## config.mk

```make
export PLATFORM = sky130hd
export DESIGN_NAME = phoneme_playback_ctrl
export DESIGN_NICKNAME = d
export VERILOG_FILES = /design/src/rtl/phoneme_playback_ctrl.sv
export SDC_FILE = /design/constraint.sdc
export NUM_CORES = 1
export LEC_CHECK = 0
export CAP_MARGIN = 5
export CORE_MARGIN = 1.5
export CORE_UTILIZATION = 30
export CTS_BUF_LIST = sky130_fd_sc_hd__clkbuf_16
export DETAILED_ROUTE_END_ITERATION = 8
export GPL_ROUTABILITY_DRIVEN = 0
export GPL_TIMING_DRIVEN = 1
export PLACE_DENSITY = 0.5
export SLEW_MARGIN = 0
export SYNTH_ARGS = -nofsm -noshare
export SYNTH_HDL_FRONTEND = slang
export SYNTH_SLANG_ARGS = --single-unit
export TNS_END_PERCENT = 30
```

## constraint.sdc

```tcl
create_clock -name clk -period 3.3 [get_ports clk]
set_input_delay 0.495 -clock clk [delete_from_list [all_inputs] [get_ports clk]]
set_output_delay 0.495 -clock clk [all_outputs]
set_load 0.01 [all_outputs]
```

## src/rtl/phoneme_playback_ctrl.sv

```systemverilog
// ============================================================================
// Module   : phoneme_playback_ctrl
// Brief    : Queues phoneme codes, looks up each code's sample range, and
//            streams its sample bytes out at the audio tick rate.
// Revision : 1.0 - initial release
// ============================================================================
`default_nettype none

module phoneme_playback_ctrl #(
    parameter int DEPTH  = 4,
    parameter int ADDR_W = 23
) (
    input  logic                       clk,
    input  logic                       reset_n,
    input  logic [7:0]                 ph_code,
    input  logic                       ph_wr,
    input  logic                       abort,
    output logic                       fifo_full,
    output logic [$clog2(DEPTH):0]     fifo_count,
    output logic                       ph_overflow,
    output logic                       tbl_rd,
    output logic [7:0]                 tbl_addr,
    input  logic [ADDR_W-1:0]          tbl_start,
    input  logic [ADDR_W-1:0]          tbl_end,
    output logic                       mem_req,
    output logic [ADDR_W-1:0]          mem_addr,
    input  logic                       mem_ack,
    input  logic [7:0]                 mem_data,
    input  logic                       sample_tick,
    output logic [7:0]                 sample_out,
    output logic                       sample_valid,
    output logic                       busy,
    output logic                       ph_done,
    output logic [7:0]                 cur_phoneme,
    output logic [7:0]                 underrun_cnt
);

    localparam int c_PW = $clog2(DEPTH);
    localparam int c_CW = c_PW + 1;

    localparam logic [1:0] S_IDLE   = 2'd0;
    localparam logic [1:0] S_LOOKUP = 2'd1;
    localparam logic [1:0] S_FETCH  = 2'd2;
    localparam logic [1:0] S_WAIT   = 2'd3;

    logic [1:0]        r_state;
    logic [1:0]        w_next_state;

    logic [7:0]        r_fifo [DEPTH];
    logic [c_CW-1:0]   r_wr_ptr;
    logic [c_CW-1:0]   r_rd_ptr;
    logic [c_CW-1:0]   w_count;
    logic              w_full;
    logic              w_empty;
    logic              w_push;
    logic              w_pop;
    logic [7:0]        w_head;

    logic [ADDR_W-1:0] r_addr;
    logic [ADDR_W-1:0] r_end;
    logic [7:0]        r_hold;
    logic [7:0]        r_sample;
    logic              r_valid;
    logic              r_done;
    logic [7:0]        r_cur;
    logic              r_pend;
    logic [7:0]        r_underrun;
    logic              r_overflow;

    logic              w_take;
    logic              w_last;
    logic              w_range_bad;
    logic              w_tick_early;

    // Extra pointer bit distinguishes full from empty.
    assign w_count     = r_wr_ptr - r_rd_ptr;
    assign w_full      = (w_count == c_CW'(DEPTH));
    assign w_empty     = (w_count == '0);
    assign w_head      = r_fifo[r_rd_ptr[c_PW-1:0]];
    assign w_push      = ph_wr && !w_full && !abort;
    assign w_pop       = (r_state == S_IDLE) && !w_empty && !abort;
    assign w_take      = (r_state == S_WAIT) && (sample_tick || r_pend);
    assign w_last      = (r_addr == r_end);
    assign w_range_bad = (tbl_start > tbl_end);
    assign w_tick_early = sample_tick && (r_state != S_IDLE) && (r_state != S_WAIT);

    // State register
    always_ff @(posedge clk or negedge reset_n) begin
        if (!reset_n) begin
            r_state <= S_IDLE;
        end else begin
            r_state <= w_next_state;
        end
    end

    // Next-state logic
    always_comb begin
        w_next_state = r_state;
        case (r_state)
            S_IDLE:   if (w_pop) w_next_state = S_LOOKUP;
            S_LOOKUP: w_next_state = w_range_bad ? S_IDLE : S_FETCH;
            S_FETCH:  if (mem_ack) w_next_state = S_WAIT;
            S_WAIT:   if (w_take) w_next_state = w_last ? S_IDLE : S_FETCH;
            default:  w_next_state = S_IDLE;
        endcase
        if (abort) begin
            w_next_state = S_IDLE;
        end
    end

    // Outputs decoded from state
    always_comb begin
        busy     = (r_state != S_IDLE);
        mem_req  = (r_state == S_FETCH);
        tbl_rd   = w_pop;
        tbl_addr = w_pop ? w_head : 8'h00;
    end

    // Queue storage carries no reset; emptiness is held by the pointers.
    always_ff @(posedge clk) begin
        if (w_push) begin
            r_fifo[r_wr_ptr[c_PW-1:0]] <= ph_code;
        end
    end

    always_ff @(posedge clk or negedge reset_n) begin
        if (!reset_n) begin
            r_wr_ptr   <= '0;
            r_rd_ptr   <= '0;
            r_overflow <= 1'b0;
            r_addr     <= '0;
            r_end      <= '0;
            r_hold     <= 8'h00;
            r_sample   <= 8'h80;
            r_valid    <= 1'b0;
            r_done     <= 1'b0;
            r_cur      <= 8'h00;
            r_pend     <= 1'b0;
            r_underrun <= 8'h00;
        end else begin
            r_valid <= 1'b0;
            r_done  <= 1'b0;
            if (abort) begin
                r_rd_ptr   <= r_wr_ptr;
                r_overflow <= 1'b0;
                r_pend     <= 1'b0;
            end else begin
                if (w_push) r_wr_ptr <= r_wr_ptr + 1'b1;
                if (w_pop) begin
                    r_rd_ptr <= r_rd_ptr + 1'b1;
                    r_cur    <= w_head;
                end
                if (ph_wr && w_full) r_overflow <= 1'b1;

                if (r_state == S_LOOKUP) begin
                    r_addr <= tbl_start;
                    r_end  <= tbl_end;
                    r_done <= w_range_bad;
                end
                if ((r_state == S_FETCH) && mem_ack) begin
                    r_hold <= mem_data;
                end

                // A tick that lands while the previous one is still pending is lost.
                if (w_take) begin
                    r_sample <= r_hold;
                    r_valid  <= 1'b1;
                    r_pend   <= 1'b0;
                    if (w_last) r_done <= 1'b1;
                    else        r_addr <= r_addr + 1'b1;
                end else if (w_tick_early) begin
                    r_pend <= 1'b1;
                    if (r_pend && (r_underrun != 8'hFF)) begin
                        r_underrun <= r_underrun + 8'd1;
                    end
                end
            end
        end
    end

    assign fifo_full    = w_full;
    assign fifo_count   = w_count;
    assign ph_overflow  = r_overflow;
    assign mem_addr     = r_addr;
    assign sample_out   = r_sample;
    assign sample_valid = r_valid;
    assign ph_done      = r_done;
    assign cur_phoneme  = r_cur;
    assign underrun_cnt = r_underrun;

endmodule

`default_nettype wire

```

== After elaboration in Yosys (flattened, before gate mapping) ==
Memory sizes are Yosys's and may differ from the RTL's.
Index checks and enable logic that the tools add are counted.
Word-level totals
  bits in registers: 90
  bits in latches: 0
  RAM bits: 32
  bits in read-only memories: 0
  input port bits: 68
  output and inout bits: 65
  word-level logic and storage cells: 85
  memories kept: 1
Cells by class
  add/sub/neg operators: 5
  multipliers: 0
  div/mod/pow operators: 0
  magnitude comparators: 1
  eq/ne operators: 10
  shift-type cells: 0
  multiplexer cells: 26
  bitwise logic cells: 2
  reduce and logical (&&, ||, !) cells: 27
Memories
  r_fifo: words 4, width 8, read ports 1, clocked after Yosys merged registers in 0, write ports 1, line 49  | logic [7:0] r_fifo [DEPTH];
Operators with widths (number)
  $mux W23: 3
  $add A23 B1 Y23 const B: 1
  $eq A23 B23 Y1: 1
  $gt A23 B23 Y1: 1
  $mux W1: 13
  $mux W2: 6
  $logic_and A1 B1 Y1: 10
  $reduce_and A2 Y1: 5
  $add A8 B1 Y8 const B: 1
  $mux W8: 1
  $ne A8 B8 Y1 const B: 1
  $pmux W2 S4: 1
  $add A3 B1 Y3 const B: 2
  $mux W3: 2
  $ne A3 B3 Y1 const B: 2
  $reduce_bool A2 Y1: 3
  $eq A2 B2 Y1 const B: 2
  $reduce_and A4 Y1: 1
  $eq A3 B3 Y1 const B: 1
  $logic_not A1 Y1: 3
  $logic_not A3 Y1: 1
  $ne A3 B2 Y1 const B: 1
  $reduce_and A3 Y1: 1
  $reduce_bool A3 Y1: 1
  other kinds (6): 7

== Depth between registers and ports, before layout ==
Gate-level depths: netlist (run 1).
  depth after elaboration: 8
  mapped depth: 11
  mapped depth without buffers: 10

== Worst setup path before layout (run 1) ==
OpenSTA, ideal clock, no wires.
  kind: register to output
  from: register r_wr_ptr[0]
  to: output port tbl_addr[0]
  data arrival time: 2.368 ns
  required time: 2.805 ns
  setup slack: 0.437 ns
  cell stages (with the launch flop): 11
  buffers on the path: 1
  cell sequence: dfrtp_1 inv_1 ha_1 fa_1 xnor2_1 xnor2_1 o21bai_2 or2_2 buf_6 inv_4 and2_1
Between the ends
  cells in the longest elaborated chain, start to end: 6
Ends and longest elaborated chain
  start: declaration: line 50  | logic [c_CW-1:0] r_wr_ptr;
  start signal: assignment: line 148  | if (w_push) r_wr_ptr <= r_wr_ptr + 1'b1;
  $sub A3 B3 Y3: line 76  | assign w_count = r_wr_ptr - r_rd_ptr;
  net fifo_count[2]: line 19  | output logic [$clog2(DEPTH):0] fifo_count,
  $logic_not A3 Y1: line 78  | assign w_empty = (w_count == '0);
  $logic_not A1 Y1: line 81  | assign w_pop = (r_state == S_IDLE) && !w_empty && !abort;
  $logic_and A1 B1 Y1 (2 in a row): line 81
  net tbl_rd: line 21  | output logic tbl_rd,
  $mux W8: line 116  | tbl_addr = w_pop ? w_head : 8'h00;
  end: declaration: line 22  | output logic [7:0] tbl_addr,
The timed path passes the listed nets, and every way through them passes these cells.

== Worst setup path after layout (run 1) ==
  from: register r_wr_ptr[0]
  to: output port tbl_addr[1]
Between the ends
  cells in the longest elaborated chain, start to end: 6
Ends and longest elaborated chain (line)
  $sub A3 B3 Y3: 76
  $logic_not A3 Y1: 78
  $logic_not A1 Y1: 81
  $logic_and A1 B1 Y1 (2 in a row): 81
  $mux W8: 116
No other way between the ends.

==> results of run 1 <==
==> registers in the layout (all words and copies together) (netlist names) <==
register / flops
r_rd_ptr: 3
r_fifo: 32
r_state: 2
cur_phoneme: 8
ph_done: 1
r_end: 23
r_hold: 8
ph_overflow: 1
r_wr_ptr: 3
sample_out: 8
sample_valid: 1
underrun_cnt: 8
r_pend: 1
mem_addr: 23
==> logic make-up after synthesis <==
| group | Yosys count | share of synthesized area |
|---|---|---|
| AOI/OAI and AO/OA | 116 | 0.129 |
| xor gates and xnor gates | 36 | 0.0503 |
| muxes | 31 | 0.0693 |
| and+or+nand+nor | 165 | 0.138 |
| buffers and inverters | 51 | 0.0358 |
| DFF | 122 | 0.513 |
| adders and majority gates | 32 | 0.0651 |
==> metrics by stage <==
| step | std cells | hold WS [ns] | total power [mW] |
|---|---|---|---|
| after floorplan | 553 | 0.199 | 4.25 |
| after global placement | 948 | 0.457 | 5.69 |
| after detailed placement | 948 | 0.467 | 5.73 |
| after CTS | 982 | 0.322 | 7.60 |
| after global routing | 982 | 0.294 | 8.02 |
| final | 982 | 0.250 | 7.50 |
==> Yosys cell counts (all sizes together), types with 4 or more instances <==
| master | count | area, um2 |
|---|---|---|
| nand4 | 11 | 68.8 |
| a21oi | 12 | 60.1 |
| a311oi | 5 | 43.8 |
| o21a | 4 | 30.0 |
| inv | 33 | 126 |
| o22a | 4 | 36.3 |
| nor3 | 10 | 55.1 |
| nor2 | 31 | 116 |
| clkbuf | 7 | 26.3 |
| mux2i | 4 | 40.0 |
| nand2 | 50 | 188 |
| nor4 | 6 | 62.6 |
| xor2 | 28 | 245 |
| ha | 31 | 388 |
| o21ai | 38 | 194 |
| a211oi | 10 | 85.1 |
| buf | 11 | 71.3 |
| edfxtp | 32 | 961 |
| and4 | 4 | 37.5 |
| xnor2 | 8 | 70.1 |
| mux4 | 8 | 180 |
| o211ai | 4 | 30.0 |
| a21o | 12 | 97.6 |
| and3 | 8 | 51.3 |
| and2 | 20 | 125 |
| dfrtp | 89 | 2230 |
| mux2 | 19 | 214 |
| o22ai | 6 | 37.5 |
| nand3 | 11 | 55.1 |
==> power by group through the flow <==
stage	logic [mW]	clock network, mW	registers, mW
floorplan	1.65	0	2.60
global placement	3.08	0	2.61
detailed placement	3.10	0	2.62
CTS	3.12	1.88	2.60
global route	3.38	1.96	2.68
finish	3.08	1.83	2.60
==> critical path: stages (launching register included) <==
cell             delay (ns)
dfrtp_1                0.35
inv_1                  0.06
ha_1                   0.21
fa_1                   0.38
xnor2_1                0.15
xnor2_1                0.24
o21bai_2               0.11
or2_2                  0.32
inv_4                  0.09
and2_1                 0.14
clkdlybuf4s15_1        0.24
==> layout make-up <==
type / count / area, um2
fill: 1934 / 11900
sequential: 122 / 3210
multi-input combinational: 380 / 2840
timing repair buffer: 145 / 1400
clock buffer: 17 / 425
tap: 270 / 338
clock inverter: 15 / 158
inverter: 33 / 126
==> placed cells by master (no fill, tap or decap), types with 7 or more instances in the layout <==
cell and instances:
xor2_1 28, ha_1 31, clkbuf_2 7, mux4_2 8, a211oi_1 8, clkdlybuf4s50_1 121, nor2_1 31, mux2_2 19
o21ai_0 35, and3_1 7, nand3_1 11, buf_4 13, a21oi_1 12, xnor2_1 8, nor3_1 9, a21o_1 11
clkbuf_16 17, and2_1 18, edfxtp_1 32, nand4_1 11, inv_1 32, dfrtp_1 89, nand2_1 50
==> what timing repair did <==
item | 4_1_cts | 5_1_grt
resized for setup | 9 | 17
setup buffers | 2 | 0
pin swaps | 1 | 1
endpoints found under the setup margin | 9 | 9
==> final timing paths <==
kind / endpoint / slack (ns)
min: underrun_cnt[5] / 0.25
min reg2reg: cur_phoneme[0] / 0.48
max in group asynchronous: ph_overflow / 2.17
min in group clk: cur_phoneme[0] / 0.48
max reg2reg: r_fifo[3][5] / 0.41
max: tbl_addr[1] / 0.12
==> routing by layer <==
metal	vias to the layer above	GRT usage	routed length, um
met2	135	0.269	8240
met5	-	0	0
li1	2303	-	-
met3	14	0.0370	755
met1	2320	0.207	7690
met4	0	0.0560	217
==> metrics.md, run 1 <==
| Metric | Value |
|---|---|
| Status | finished, final reports clean |
| Htree depth | 4 |
| Switch Pwr | 2.74 mW |
| Setup tns final | 0 ns |
| Area delta synth->final | 35.6% |
| Placed Area | 7930 um2 |
| Hold Crit Class | primary input to async pin |
| Clk_lat worst skew | 0.41 ns |
| CP Launch Point | r_wr_ptr[0] |
| Final Cycle Share | 0.964 |
| Comb pwr share | 0.410 |
| Switching Share | 0.365 |
| Sequential Power Share | 0.346 |
| CP arrival | about 2.7 ns |
| VDD IR max | approximately 0.34 mV |
| CTS Hold Bufs | 0 |
| PortBufs | 132 |
| Syn_nets | 653 |
| Post-synthesis register bit count | 122 |
| First-pass GRT wire length | 27000 um |
| Final hold vios | 0 |
| CTS root buffer | clkbuf_16 |
| Async set-reset flop share out of synthesis | 0.738 |
| Largest net degree at the start of global routing | 78 |
| Most used DFF post-synth | dfrtp_1 |
| Number of synthesized flops with an enable pin | 32 |
| Leakage | between 3 and 4 nW |
| Setup-failing EPs final | 0 |
| RSZ-0062 raised after global routing | true |
| Max clock buf depth | 2 |
| Register area share after synthesis | 0.513 |
| Number of antenna violations at the first check in global routing | 0 |
| Number of DRC markers in iteration 0 | 196 |
| Worst EP required | 2.80 ns |
| Worst setup SP type | flip-flop |
| Clk pwr share | 0.244 |
| Pwr Density | 883 nW/um2 |
| Core Area | 20400 um2 |
| DIE WIDTH | 147 um |
| Post-synthesis cell type count | 69 |
| TritonCTS clock tree | built |
| Avg WL per Cell | ~17 um |
| Drt drc | 0 |
| Rel. slew slack | 0.167 |
| Fin. max-slew vios | 0 |
| Setup ws final | 0.118 ns |
| Maximum clock rate | about 310 MHz |
| Finished Cell Area | 8500 um2 |
| CTS Buf Count | 17 |
| Total gr overflow | 0 |
| Vias | 4772 |
| Clock slew at reported path FFs | roughly 0.060 ns |
| First-pass DRT Iterations | 4 |
| Drt via density | a little under 5 |
| IO Count | 133 |
| Clock Skew | 0.00883 ns |
| Die H | 147 um |
| Placement row count | between 50 and 60 |
| Clk sink count | 122 |
| Post-DP HPWL | between 10000 and 15000 um |
| Worst r2r src | r_wr_ptr[0] |
| Avg Cell Area, Syn | about 11 um2 |
| Final WL | 16900 um |
| Fin crit period | 3.18 ns |
| Diodes inserted | 0 |
| DIE AREA | 21800 um2 |
| Max Cap Viol | 0 |
| Crit path capture type | output port |
| Routed Antenna Nets | 0 |
| Int Power | 4.76 mW |
| Pre-CTS WS | 0.114 ns |
| Post-Syn Area | 6260 um2 |
| Crit path max fanout | 9 |
| Worst Max-Slew Pin Slew | ~1.2 ns |
| Kind of critical path | flip-flop to output port |
| Via count of the first global-routing pass | 5019 |
| Yosys warning total | 0 |
| Depth of the most critical reg-to-reg path | 9 |
| Cells after Synth | 553 |
| Ratio of cells with drive above 1 in the final layout | 0.146 |
| Final Core Density | 0.417 |
| Starting Density | 0.308 |
| Global Route Usage Sum | 0.162 |
| Fin nets | 799 |
No activity file was read; power rests on OpenSTA's default activity.
==> run 2, diff against run 1 <==
--- a/config.mk
+++ b/config.mk
@@ -5,6 +5,7 @@
 export SDC_FILE = /design/constraint.sdc
 export NUM_CORES = 1
 export LEC_CHECK = 0
+export ABC_CLOCK_PERIOD_IN_PS = 3300
 export CAP_MARGIN = 5
 export CORE_MARGIN = 1.5
 export CORE_UTILIZATION = 30
==> results of run 2 <==
No change in the layout: final DEF, timing and power equal those of run 1.
